$ cat src/rtl/alu_pkg.sv
// Shared ALU definitions: op-code constants, default widths and the
// alu_uart_if sequencing FSM encoding.
package alu_pkg;

  localparam int unsigned NB_DATA_DEF        = 8;
  localparam int unsigned NB_CODE_DEF        = 6;
  localparam int unsigned TIMEOUT_CYCLES_DEF = 1000000;

  localparam logic [5:0] OP_ADD = 6'b100000;
  localparam logic [5:0] OP_SUB = 6'b100010;
  localparam logic [5:0] OP_AND = 6'b100100;
  localparam logic [5:0] OP_OR  = 6'b100101;
  localparam logic [5:0] OP_XOR = 6'b100110;
  localparam logic [5:0] OP_SRA = 6'b000011;
  localparam logic [5:0] OP_SRL = 6'b000010;
  localparam logic [5:0] OP_NOR = 6'b100111;

  typedef enum logic [2:0] {
    ST_GET_A   = 3'd0,
    ST_GET_B   = 3'd1,
    ST_GET_OP  = 3'd2,
    ST_EXEC    = 3'd3,
    ST_SEND    = 3'd4,
    ST_WAIT_TX = 3'd5
  } state_e;

endpackage

$ cat src/rtl/alu_uart_if_if.sv
// Bundle of UART-side and ALU-side signals around alu_uart_if.
// master = the sequencer, slave = the UART/ALU environment.
interface alu_uart_if_bus #(
  parameter int unsigned NB_DATA = 8,
  parameter int unsigned NB_CODE = 6
);
  logic [NB_DATA-1:0] rx_data;
  logic               rx_done;
  logic               tx_done;
  logic [NB_DATA-1:0] tx_data;
  logic               tx_start;
  logic [NB_DATA-1:0] dato1;
  logic [NB_DATA-1:0] dato2;
  logic [NB_CODE-1:0] op_code;
  logic [NB_DATA-1:0] salida;
  logic               busy;
  logic               error;

  modport master (
    input  rx_data, rx_done, tx_done, salida,
    output tx_data, tx_start, dato1, dato2, op_code, busy, error
  );

  modport slave (
    output rx_data, rx_done, tx_done, salida,
    input  tx_data, tx_start, dato1, dato2, op_code, busy, error
  );
endinterface

$ cat src/rtl/alu_uart_if_timeout_counter.sv
// Inter-byte timeout: down-counter reloaded on clear, terminal-count flag
// while enabled at zero. Only instantiated with ALU_UART_IF_TIMEOUT_EN.
module timeout_counter #(
  parameter int unsigned TIMEOUT_CYCLES = 1000000
) (
  input  logic clk,
  input  logic reset,
  input  logic en_i,
  input  logic clr_i,
  output logic tc_o
);
  localparam int unsigned CNT_W = (TIMEOUT_CYCLES > 2) ? $clog2(TIMEOUT_CYCLES) : 1;
  localparam logic [CNT_W-1:0] CNT_LOAD = CNT_W'(TIMEOUT_CYCLES - 1);

  logic [CNT_W-1:0] cnt_q;

  always_ff @(posedge clk) begin
    if (reset || clr_i) begin
      cnt_q <= CNT_LOAD;
    end else if (en_i && (cnt_q != '0)) begin
      cnt_q <= cnt_q - 1'b1;
    end
  end

  assign tc_o = en_i && (cnt_q == '0);
endmodule

$ cat src/rtl/alu_uart_if.sv
// Byte sequencer between the UART pair and a combinational ALU.
// Optional inter-byte timeout enabled by defining ALU_UART_IF_TIMEOUT_EN.
module alu_uart_if
  import alu_pkg::*;
#(
  parameter int unsigned NB_DATA        = NB_DATA_DEF,
  parameter int unsigned NB_CODE        = NB_CODE_DEF,
  parameter int unsigned TIMEOUT_CYCLES = TIMEOUT_CYCLES_DEF
) (
  input  logic           clk,
  input  logic           reset,
  alu_uart_if_bus.master bus
);
  state_e             state_q;
  logic [NB_DATA-1:0] dato1_q, dato2_q, tx_data_q;
  logic [NB_CODE-1:0] op_code_q;
  logic               tx_start_q, busy_q, error_q;
  logic               timeout;

  if (TIMEOUT_CYCLES == 0) begin : g_bad_timeout
    $error("alu_uart_if: TIMEOUT_CYCLES must be at least 1");
  end

`ifdef ALU_UART_IF_TIMEOUT_EN
  logic cnt_en, cnt_clr;

  // Counter holds its load value outside GET_B/GET_OP and restarts per byte.
  assign cnt_en  = (state_q == ST_GET_B) || (state_q == ST_GET_OP);
  assign cnt_clr = !cnt_en || bus.rx_done;

  timeout_counter #(.TIMEOUT_CYCLES(TIMEOUT_CYCLES)) u_timeout (
    .clk   (clk),
    .reset (reset),
    .en_i  (cnt_en),
    .clr_i (cnt_clr),
    .tc_o  (timeout)
  );
`else
  assign timeout = 1'b0;
`endif

  always_ff @(posedge clk) begin
    if (reset) begin
      state_q    <= ST_GET_A;
      dato1_q    <= '0;
      dato2_q    <= '0;
      op_code_q  <= '0;
      tx_data_q  <= '0;
      tx_start_q <= 1'b0;
      busy_q     <= 1'b0;
      error_q    <= 1'b0;
    end else begin
      tx_start_q <= 1'b0;
      error_q    <= 1'b0;
      case (state_q)
        ST_GET_A: if (bus.rx_done) begin
          dato1_q <= bus.rx_data;
          state_q <= ST_GET_B;
          busy_q  <= 1'b1;
        end
        ST_GET_B: if (bus.rx_done) begin
          dato2_q <= bus.rx_data;
          state_q <= ST_GET_OP;
        end else if (timeout) begin
          state_q <= ST_GET_A;
          busy_q  <= 1'b0;
          error_q <= 1'b1;
        end
        ST_GET_OP: if (bus.rx_done) begin
          op_code_q <= bus.rx_data[NB_CODE-1:0];
          state_q   <= ST_EXEC;
        end else if (timeout) begin
          state_q <= ST_GET_A;
          busy_q  <= 1'b0;
          error_q <= 1'b1;
        end
        ST_EXEC: begin
          tx_data_q  <= bus.salida;
          tx_start_q <= 1'b1;
          state_q    <= ST_SEND;
        end
        ST_SEND: state_q <= ST_WAIT_TX;
        ST_WAIT_TX: if (bus.tx_done) begin
          state_q <= ST_GET_A;
          busy_q  <= 1'b0;
        end
        default: begin
          state_q <= ST_GET_A;
          busy_q  <= 1'b0;
        end
      endcase
    end
  end

  assign bus.dato1    = dato1_q;
  assign bus.dato2    = dato2_q;
  assign bus.op_code  = op_code_q;
  assign bus.tx_data  = tx_data_q;
  assign bus.tx_start = tx_start_q;
  assign bus.busy     = busy_q;
  assign bus.error    = error_q;
endmodule

$ cat src/flat_wrapper.sv
// flat-port wrapper written by rule: the top's interface ports become plain ports
module alu_uart_if_flat import alu_pkg::*;
#(
  parameter int unsigned NB_DATA        = NB_DATA_DEF,
  parameter int unsigned NB_CODE        = NB_CODE_DEF,
  parameter int unsigned TIMEOUT_CYCLES = TIMEOUT_CYCLES_DEF
)
  (clk, reset, bus_rx_data, bus_rx_done, bus_tx_done, bus_salida, bus_tx_data, bus_tx_start, bus_dato1, bus_dato2, bus_op_code, bus_busy, bus_error);
  alu_uart_if_bus #(.NB_DATA(NB_DATA), .NB_CODE(NB_CODE)) bus_i ();
  input  logic clk;
  input  logic reset;
  input wire logic [$bits(bus_i.rx_data)-1:0] bus_rx_data;
  input wire logic [$bits(bus_i.rx_done)-1:0] bus_rx_done;
  input wire logic [$bits(bus_i.tx_done)-1:0] bus_tx_done;
  input wire logic [$bits(bus_i.salida)-1:0] bus_salida;
  output wire logic [$bits(bus_i.tx_data)-1:0] bus_tx_data;
  output wire logic [$bits(bus_i.tx_start)-1:0] bus_tx_start;
  output wire logic [$bits(bus_i.dato1)-1:0] bus_dato1;
  output wire logic [$bits(bus_i.dato2)-1:0] bus_dato2;
  output wire logic [$bits(bus_i.op_code)-1:0] bus_op_code;
  output wire logic [$bits(bus_i.busy)-1:0] bus_busy;
  output wire logic [$bits(bus_i.error)-1:0] bus_error;
  assign bus_i.rx_data = bus_rx_data;
  assign bus_i.rx_done = bus_rx_done;
  assign bus_i.tx_done = bus_tx_done;
  assign bus_i.salida = bus_salida;
  assign bus_tx_data = bus_i.tx_data;
  assign bus_tx_start = bus_i.tx_start;
  assign bus_dato1 = bus_i.dato1;
  assign bus_dato2 = bus_i.dato2;
  assign bus_op_code = bus_i.op_code;
  assign bus_busy = bus_i.busy;
  assign bus_error = bus_i.error;
  alu_uart_if #(.NB_DATA(NB_DATA), .NB_CODE(NB_CODE), .TIMEOUT_CYCLES(TIMEOUT_CYCLES)) u_core (.clk(clk), .reset(reset), .bus(bus_i));
endmodule
$ cat config.mk
export PLATFORM = sky130hd
export DESIGN_NAME = alu_uart_if_flat
export DESIGN_NICKNAME = d
export VERILOG_FILES = /design/src/rtl/alu_pkg.sv /design/src/rtl/alu_uart_if_if.sv /design/src/rtl/alu_uart_if_timeout_counter.sv /design/src/rtl/alu_uart_if.sv /design/src/flat_wrapper.sv
export SDC_FILE = /design/constraint.sdc
export NUM_CORES = 1
export LEC_CHECK = 0
export ABC_CLOCK_PERIOD_IN_PS = 1400
export CAP_MARGIN = 0
export CELL_PAD_IN_SITES_DETAIL_PLACEMENT = 1
export CELL_PAD_IN_SITES_GLOBAL_PLACEMENT = 2
export CORE_UTILIZATION = 22
export DETAILED_ROUTE_END_ITERATION = 10
export PLACE_DENSITY_LB_ADDON = 0.15
export SYNTH_ARGS = -nofsm -noshare
export SYNTH_HDL_FRONTEND = slang
export SYNTH_SLANG_ARGS = --single-unit
export TNS_END_PERCENT = 1
$ cat constraint.sdc
create_clock -name clk -period 1.4 [get_ports clk]
set_input_delay 0.28 -clock clk [delete_from_list [all_inputs] [get_ports clk]]
set_output_delay 0.28 -clock clk [all_outputs]
set_load 0.005 [all_outputs]
## Word-level counts from Yosys, hierarchy flattened

Index checks and enable logic that the tools add are counted.

- Bits in latches: 0
- Memories: 0
- Word-level logic and storage cells: 33
- ROM bits: 0
- Bits in writable memories: 0
- Bits in registers: 35

- Reductions and logical operators: 7
- Muxes and demuxes: 9
- Order comparisons: 0
- Eq/ne operators: 9
- Shifts and indexed selects: 0
- Bitwise logic cells: 1
- Divide/modulo/power cells: 0
- $mul: 0
- Add/sub/neg operators: 0

Operators by type and width:

| operator | number |
|---|---|
| 3-bit one-hot mux with 6 select lines | 1 |
| 3-bit 2-to-1 mux | 4 |
| 2-bit != test, second input constant | 4 |
| 3-bit by 2-bit == test with 1-bit output, second input constant | 2 |
| 3-bit == test, second input constant | 2 |
| 2-bit AND reduction | 3 |
| 4-bit AND reduction | 1 |
| 4-bit OR reduction | 1 |
| 3-bit by 1-bit == test with 1-bit output, second input constant | 1 |
| 3-bit zero test | 1 |
| 1-bit 2-to-1 mux | 3 |
| 1-bit one-hot mux with 3 select lines | 1 |
| 3-bit AND reduction | 1 |
| 1-bit NOT | 1 |

## Logic depth before layout (Yosys ltp)

Gate-level depths: netlist of the first run.

- Word-level depth: 4
- Depth in mapped cells: 5
- Mapped depth without buffers: 3

## Worst setup path before layout of the first run

Ideal clock, no wire load.

- Path type: register to register
- Start: register u_core.state_q[2]
- End: register u_core.dato1_q[1], in the netlist u_core.bus.dato1[1]
- Setup slack: 92 ps
- Clock period less this slack: 1308 ps
- Library setup time: 132 ps
- Buffers on the path: 2
- Data arrival time: 1176 ps
- Stages on the path, launching flop included: 6
- Required time: 1268 ps
- Cell sequence: dfxtp_1 -> buf_6 -> or4b_4 -> buf_6 -> nand2_1 -> a21oi_1

- Cells in the longest elaborated chain, start to end: 2

Ends and longest elaborated chain:

| what | RTL line | text |
|---|---|---|
| from (decl) | alu_uart_if.sv:14 | `state_e state_q;` |
| from (signal assigned) | alu_uart_if.sv:44 | `state_q <= ST_GET_A;` |
| from (signal assigned) | alu_uart_if.sv:58 | `state_q <= ST_GET_B;` |
| from (signal assigned) | alu_uart_if.sv:63 | `state_q <= ST_GET_OP;` |
| 3-bit zero test | alu_uart_if.sv:55 | `case (state_q)` |
| 2-bit AND reduction (no line) | n/a |  |
| to (signal assigned) | alu_uart_if.sv:57 | `dato1_q <= bus.rx_data;` |
| to (decl) | alu_uart_if.sv:15 | `logic [NB_DATA-1:0] dato1_q, dato2_q, tx_data_q;` |

Every way passes these cells.
A chain may end at the register's enable or synchronous reset.

## Worst setup path after layout of the first run

- Start: register u_core.state_q[2]
- End: register u_core.dato1_q[0], in the netlist u_core.bus.dato1[0]

The elaborated chain is that of the path after synthesis.

==> summary.txt, run 1 <==
Run status
  – Status: complete, no violations

Placement
  – Pre-CTS setup slack: -306 ps
  – Count of buffers from port buffering: 51
  – GP Congestion: 0.615
  – Dpl hpwl: 2450 um

Route
  – Post-Route WL: 3420 um
  – Final routed DRC violation total: 0
  – DR pass1 iterations: 4
  – DRT iter0 DRCs: 21
  – DR WL/cell: 13.1 um
  – Post-DRT Antenna Nets: 0
  – Vias/cell: 4.24
  – Via count: 1106

Finish
  – Area Growth Syn to Fin: 53.2%
  – Share of cells above drive strength 1: 16.9%
  – Most frequent cells in the layout: dlygate4sd2_1 (28), nor2_1 (24), mux2i_1 (23), dfxtp_1 (21)
  – Final-stage net count: 208
  – Number of fill cells: 668
  – Leading cell type in the layout, fill and taps excluded: dlygate4sd2_1
  – # diodes: 0

Floorplanning
  – Die footprint: 0.00637 mm^2
  – Initial Util: 23.5%
  – Die height: 79.8 um
  – CORE AREA: 0.00568 mm^2
  – Ports: 53
  – Row Count: 27
  – Die width: 79.8 um

Timing
  – RSZ-0062 raised after global routing: no
  – Peak Freq: 789 MHz
  – Crit share post-route: 90.5%
  – Fin. max-slew vios: 0
  – Final worst slack: 133 ps
  – Worst clock skew: 8.11 ps
  – Final setup vio count: 0
  – Final min period: 1270 ps
  – Fin. Hold Viols: 0

Global routing
  – GR Overflow Total: 0
  – First-pass GRT wire length: 5620 um
  – Initial antenna violation count: 0
  – GRT Util Overall: 12.0%
  – Largest net degree at the start of global routing: 36
  – Vias in the first global route: 1169

Clocking
  – Clk_lat worst skew: 280 ps
  – H-tree depth: 2
  – CTS max path bufs: 2
  – CTS clk-pin slew, worst paths: 70 ps
  – CTS buffer count: 5
  – Clock Sinks: 35
  – Root Buffer: clkbuf_8
  – CTS tree: yes

Synthesis
  – Seq/Total Area, Yosys: 52.6%
  – Avg Cell Area, Syn: 9.86 um^2
  – Async SR Flop Fraction: 0%
  – EDFF count, synth: 0
  – Cells after Synth: 135
  – Synth Warn #: 0
  – Ys flop type: dfxtp_1
  – Syn_nets: 155
  – Synth Cell Area: 0.00133 mm^2
  – Synth Register Bits: 35
  – Unique masters post-synth: 19

Worst setup path
  – WS Path Type: reg2reg
  – CP max-delay cell: or4b_4
  – Req. time, crit path: 1570 ps
  – Crit path DAT: 1440 ps
  – Startpoint types: flip-flop
  – Worst path cell trace: or4b_4 > nand2_1 > a21oi_1
  – Crit. End Element: flip-flop
  – CP max stage delay: 610 ps
  – CP Max Fanout: 10

Hold path
  – Worst hold-check path type: reg2reg

Power
  – Worst vdd ir: 0.397 mV
  – Power Dens Cells: 1010 mW/mm^2
  – Pwr Total: 0.00206 W
  – Pleak: 1.00 nW

Run
  – Max-Cap Viols: 0
[final cells by class]
type | count | area, um^2 | area share [%]
timing repair buffer | 58 | 591 | 29.0
multi-input combinational | 88 | 556 | 27.2
clock inverter | 2 | 12.5 | 0.613
tap | 72 | 90.1 | 4.42
sequential | 35 | 718 | 35.2
clock buffer | 6 | 72.6 | 3.56
[per-layer routing]
metal	global-route usage (%)	part of all wire, %
met3	3.54	5.3
met5	0	0
met4	6.43	1.9
met1	14.0	43
met2	19.7	49
[final timing paths]
check                           slack, ps                 from  cells past startpoint                  end
worst max-delay path                  130    u_core.state_q[2]                      3  u_core.bus.dato1[0]
worst min-delay path                  460  u_core.bus.dato1[7]                      2  u_core.bus.dato1[7]
worst max register to register        130    u_core.state_q[2]                      3  u_core.bus.dato1[0]
worst min register to register        460  u_core.bus.dato1[7]                      2  u_core.bus.dato1[7]
[kinds of logic (layout without fill, tap and decap cells)]
kind of cell | count (synthesis) | count (layout) | share of synthesized area [%]
flip-flops | 35 | 35 | 52.6
other | 1 | 1 | 0.282
AND/OR/NAND/NOR | 51 | 51 | 19.2
AO/OA/AOI/OAI | 13 | 13 | 4.98
buffers and inverters | 12 | 66 | 5.64
multiplexers | 23 | 23 | 17.3
[critical path, delay by kind of cell (launching register included)]
kind	cells	cell delay, ps
AOI/OAI and AO/OA	1	60
DFF	1	380
and+or+nand+nor	2	710
[flip-flops by register name, summed over array words and instances (netlist names)]
name,cells
u_core.bus.tx_start,1
u_core.bus.tx_data,8
u_core.state_q,3
u_core.bus.busy,1
u_core.bus.op_code,6
u_core.bus.dato1,8
u_core.bus.dato2,8
[power breakdown]
group          switching, W  leakage [nW]  total (W)  internal, W
clock              0.000356        0.0412   0.000703     0.000347
combinational      0.000114         0.669   0.000279     0.000165
sequential        0.0000325         0.290    0.00107      0.00104
[timing repair]
action / in CTS / in global routing
endpoints found under the setup margin: 35 / 13
gates cloned: 0 / 0
pin swaps: 0 / 0
hold buffers: 0 / 0
resized for setup: 39 / 8
setup buffers: 0 / 0
[Yosys cell counts (2+ instances only)]
| master | number | area, um^2 |
|---|---|---|
| dfxtp_1 | 35 | 701 |
| nor2_1 | 24 | 90.1 |
| mux2i_1 | 23 | 230 |
| nand2_1 | 18 | 67.6 |
| a21oi_1 | 12 | 60.1 |
| clkbuf_1 | 4 | 15.0 |
| buf_2 | 3 | 15.0 |
| buf_4 | 3 | 22.5 |
| and4bb_2 | 2 | 25.0 |
| buf_6 | 2 | 22.5 |
[per-stage QoR]
stage	instances	util (%)	setup TNS (ps)	cell area (um^2)	hold WS, ps
5_1_grt	261	35.9	0	2040	479
3_3_place_gp	253	34.5	-5420	1960	447
4_1_cts	261	35.6	-14.5	2020	466
6_report	261	35.9	0	2040	461
3_5_place_dp	253	34.5	-6320	1960	462
2_1_floorplan	135	-	0	1330	416
(Power assumes the default switching activity.)
==> run 2, diff against run 1 <==
CORE_ASPECT_RATIO = 0.9   (was default)
==> run 2 against run 1 <==
Compared with the run above:
- the flow now finishes with violations (design-rule violations)
- power up 1.0%
- final area down 0.98%
- register-to-register slack lost 40 ps
- combinational power shrank 2%
- via count is 0.54% lower
- count of clock-buffer cells in the layout did not move
- flip-flop and latch count did not move
- non-clock buffer count did not move
==> summary.txt, run 2 (synthesis gave the netlist of run 1 again) <==
Run status
  – Status: complete, but fails checks (was complete, no violations)
  – Violated checks: design-rule violations

Timing
  – Setup TNS: 0 ps (unchanged)
  – Worst clock skew: 5.68 ps (was 8.11 ps)
  – Final setup vio count: 0 (unchanged)
  – RSZ-0062 raised after global routing: no (unchanged)
  – Fin. max-slew vios: 0 (unchanged)
  – Crit share post-route: 93.6% (was 90.5%)
  – Peak Freq: 763 MHz (was 789 MHz)
  – Fin. Hold Viols: 0 (unchanged)
  – Hold Slack: 370 ps (was 461 ps)
  – Final min period: 1310 ps (was 1270 ps)

Power
  – Pwr Total: 0.00208 W (was 0.00206 W)
  – Power Dens Cells: 1030 mW/mm^2 (was 1010 mW/mm^2)
  – Worst vdd ir: 0.404 mV (was 0.397 mV)
  – Pleak: 0.988 nW (was 1.00 nW)

Placement
  – GP Congestion: 0.649 (was 0.615)
  – Dpl hpwl: 2570 um (was 2450 um)
  – DP Area: 0.00194 mm^2 (was 0.00196 mm^2)
  – Count of buffers from port buffering: 51 (unchanged)

Finish
  – Most frequent cells in the layout: dlygate4sd2_1 (29), nor2_1 (24), dfxtp_1 (24), mux2i_1 (23) (was dlygate4sd2_1 (28), nor2_1 (24), mux2i_1 (23), dfxtp_1 (21))
  – # diodes: 0 (unchanged)
  – Number of fill cells: 658 (was 668)
  – Area Growth Syn to Fin: 51.7% (was 53.2%)
  – Core Util, Final: 35.1% (was 35.9%)
  – FF+latch area: 714 um^2 (was 718 um^2)
  – Final-stage net count: 208 (unchanged)
  – Post-route cell area: 0.00202 mm^2 (was 0.00204 mm^2)
  – Share of cells above drive strength 1: 15.4% (was 16.9%)
  – Leading cell type in the layout, fill and taps excluded: dlygate4sd2_1 (unchanged)
  – Area occupied by multi-input gates: 556 um^2 (unchanged)

Worst setup path
  – WS Path Type: reg2reg (unchanged)
  – CP max stage delay: 500 ps (was 610 ps)
  – Startpoint types: flip-flop (unchanged)
  – Worst reg2reg path endpoint: u_core.bus.op_code[2] (was u_core.bus.dato1[0])
  – FF-to-FF setup slack: 90 ps (was 130 ps)
  – Worst path cell trace: and4bb_2 > buf_12 > mux2i_1 > nor2_1 (was or4b_4 > nand2_1 > a21oi_1)
  – Worst r2r src: u_core.state_q[1] (was u_core.state_q[2])
  – R2R cell count: 4 (was 3)
  – Crit. End Element: flip-flop (unchanged)
  – CP max-delay cell: dfxtp_1 (was or4b_4)
  – Req. time, crit path: 1570 ps (about the same)
  – Crit path DAT: 1480 ps (was 1440 ps)
  – CP Max Fanout: 9 (was 10)

Global routing
  – Initial antenna violation count: 0 (unchanged)
  – GRT Util Overall: 11.8% (was 12.0%)
  – Vias in the first global route: 1180 (was 1169)
  – Largest net degree at the start of global routing: 36 (unchanged)
  – First-pass GRT wire length: 5730 um (was 5620 um)
  – GR Overflow Total: 0 (unchanged)

Clocking
  – Clk_lat worst skew: 280 ps (about the same)
  – CTS clk-pin slew, worst paths: 70 ps (about the same)
  – H-tree depth: 2 (unchanged)
  – Clock Sinks: 35 (unchanged)
  – CTS buffer count: 5 (unchanged)
  – CTS tree: yes (unchanged)
  – CTS max path bufs: 2 (unchanged)
  – Hold_buf cts: 0 (unchanged)
  – Root Buffer: clkbuf_8 (unchanged)

Route
  – Final routed DRC violation total: 1 (was 0)
  – Met3 wire len: 160 um (was 183 um)
  – Post-DRT Antenna Nets: 0 (unchanged)
  – Met1 wire length: 1590 um (was 1480 um)
  – Via count: 1100 (was 1106)
  – Post-Route WL: 3420 um (unchanged)
  – Vias/cell: 4.26 (was 4.24)
  – DR WL/cell: 13.3 um (was 13.1 um)
  – DR pass1 iterations: 7 (was 4)
  – Metal2 WL: 1630 um (was 1690 um)
  – DRT iter0 DRCs: 27 (was 21)
  – DR top layer: met4 (unchanged)

Floorplanning
  – Row Count: 26 (was 27)
  – Die width: 84.0 um (was 79.8 um)
  – Initial Util: 23.1% (was 23.5%)
  – Die footprint: 0.00637 mm^2 (about the same)
  – Die height: 75.8 um (was 79.8 um)
  – CORE AREA: 0.00576 mm^2 (was 0.00568 mm^2)
  – Ports: 53 (unchanged)

Hold path
  – Worst Hold Depth: 3 (was 2)
  – Worst hold-check path type: in2reg (was reg2reg)
  – End of the worst hold path: u_core.state_q[0] (was u_core.bus.dato1[7])
  – Hold Path Origin: bus_rx_done (was u_core.bus.dato1[7])

Run
  – Max-Cap Viols: 0 (unchanged)
run 2: metal layers:
metal  vias to the layer above  GRT usage (%)
met5                         -              0
met4                         0           5.17
met3                         5           3.47
met2                        24           19.9
met1                       524           14.4
li1                        547              -
run 2: stage by stage:
step                cells  worst slack (ps)
floorplan             135              91.9
global placement      251              -268
detailed placement    251              -292
CTS                   258              6.49
global route          258              1.26
finish                258              89.4
run 2: worst max path at each step:
stage	from	end	slack, ps	cells past startpoint
after global placement	bus_rx_done	u_core.bus.dato1[1]	-270	4
final	u_core.state_q[1]	u_core.bus.op_code[2]	90	4
after global routing	u_core.state_q[1]	u_core.bus.op_code[0]	1	4
after detailed placement	bus_rx_done	u_core.bus.dato1[6]	-290	4
after CTS	bus_rx_done	u_core.bus.dato1[6]	6	4
after floorplan	u_core.state_q[2]	u_core.bus.dato1[1]	90	5
run 2: report_power, final:
part	internal, W	switching (W)	total (W)
clock	0.000386	0.000346	0.000731
sequential	0.00104	0.0000327	0.00107
combinational	0.000160	0.000113	0.000273
run 2: layout make-up:
| cell class | count | share of cell area, % |
|---|---|---|
| sequential | 35 | 35.4 |
| tap | 70 | 4.34 |
| timing repair buffer | 58 | 28.4 |
| clock buffer | 6 | 4.09 |
| multi-input combinational | 88 | 27.5 |
| clock inverter | 1 | 0.248 |
run 2: worst max-delay path, delay by kind of cell (launching register included):
kind                   cells  cell delay, ps
flip-flops                 1             500
AND/OR/NAND/NOR            2             380
multiplexers               1             190
buffers and inverters      1             130
run 2: timing repair:
item / CTS / global route
setup buffers: 0 / 0
setup endpoints to repair: 31 / 24
gates resized for setup: 38 / 6
==> run 3, diff against run 2 <==
CAP_MARGIN = 20   (was 0)
SLEW_MARGIN = 10   (was default)
==> results of run 3 <==
Same layout as run 2: the final DEF is identical, and so are final timing and power.
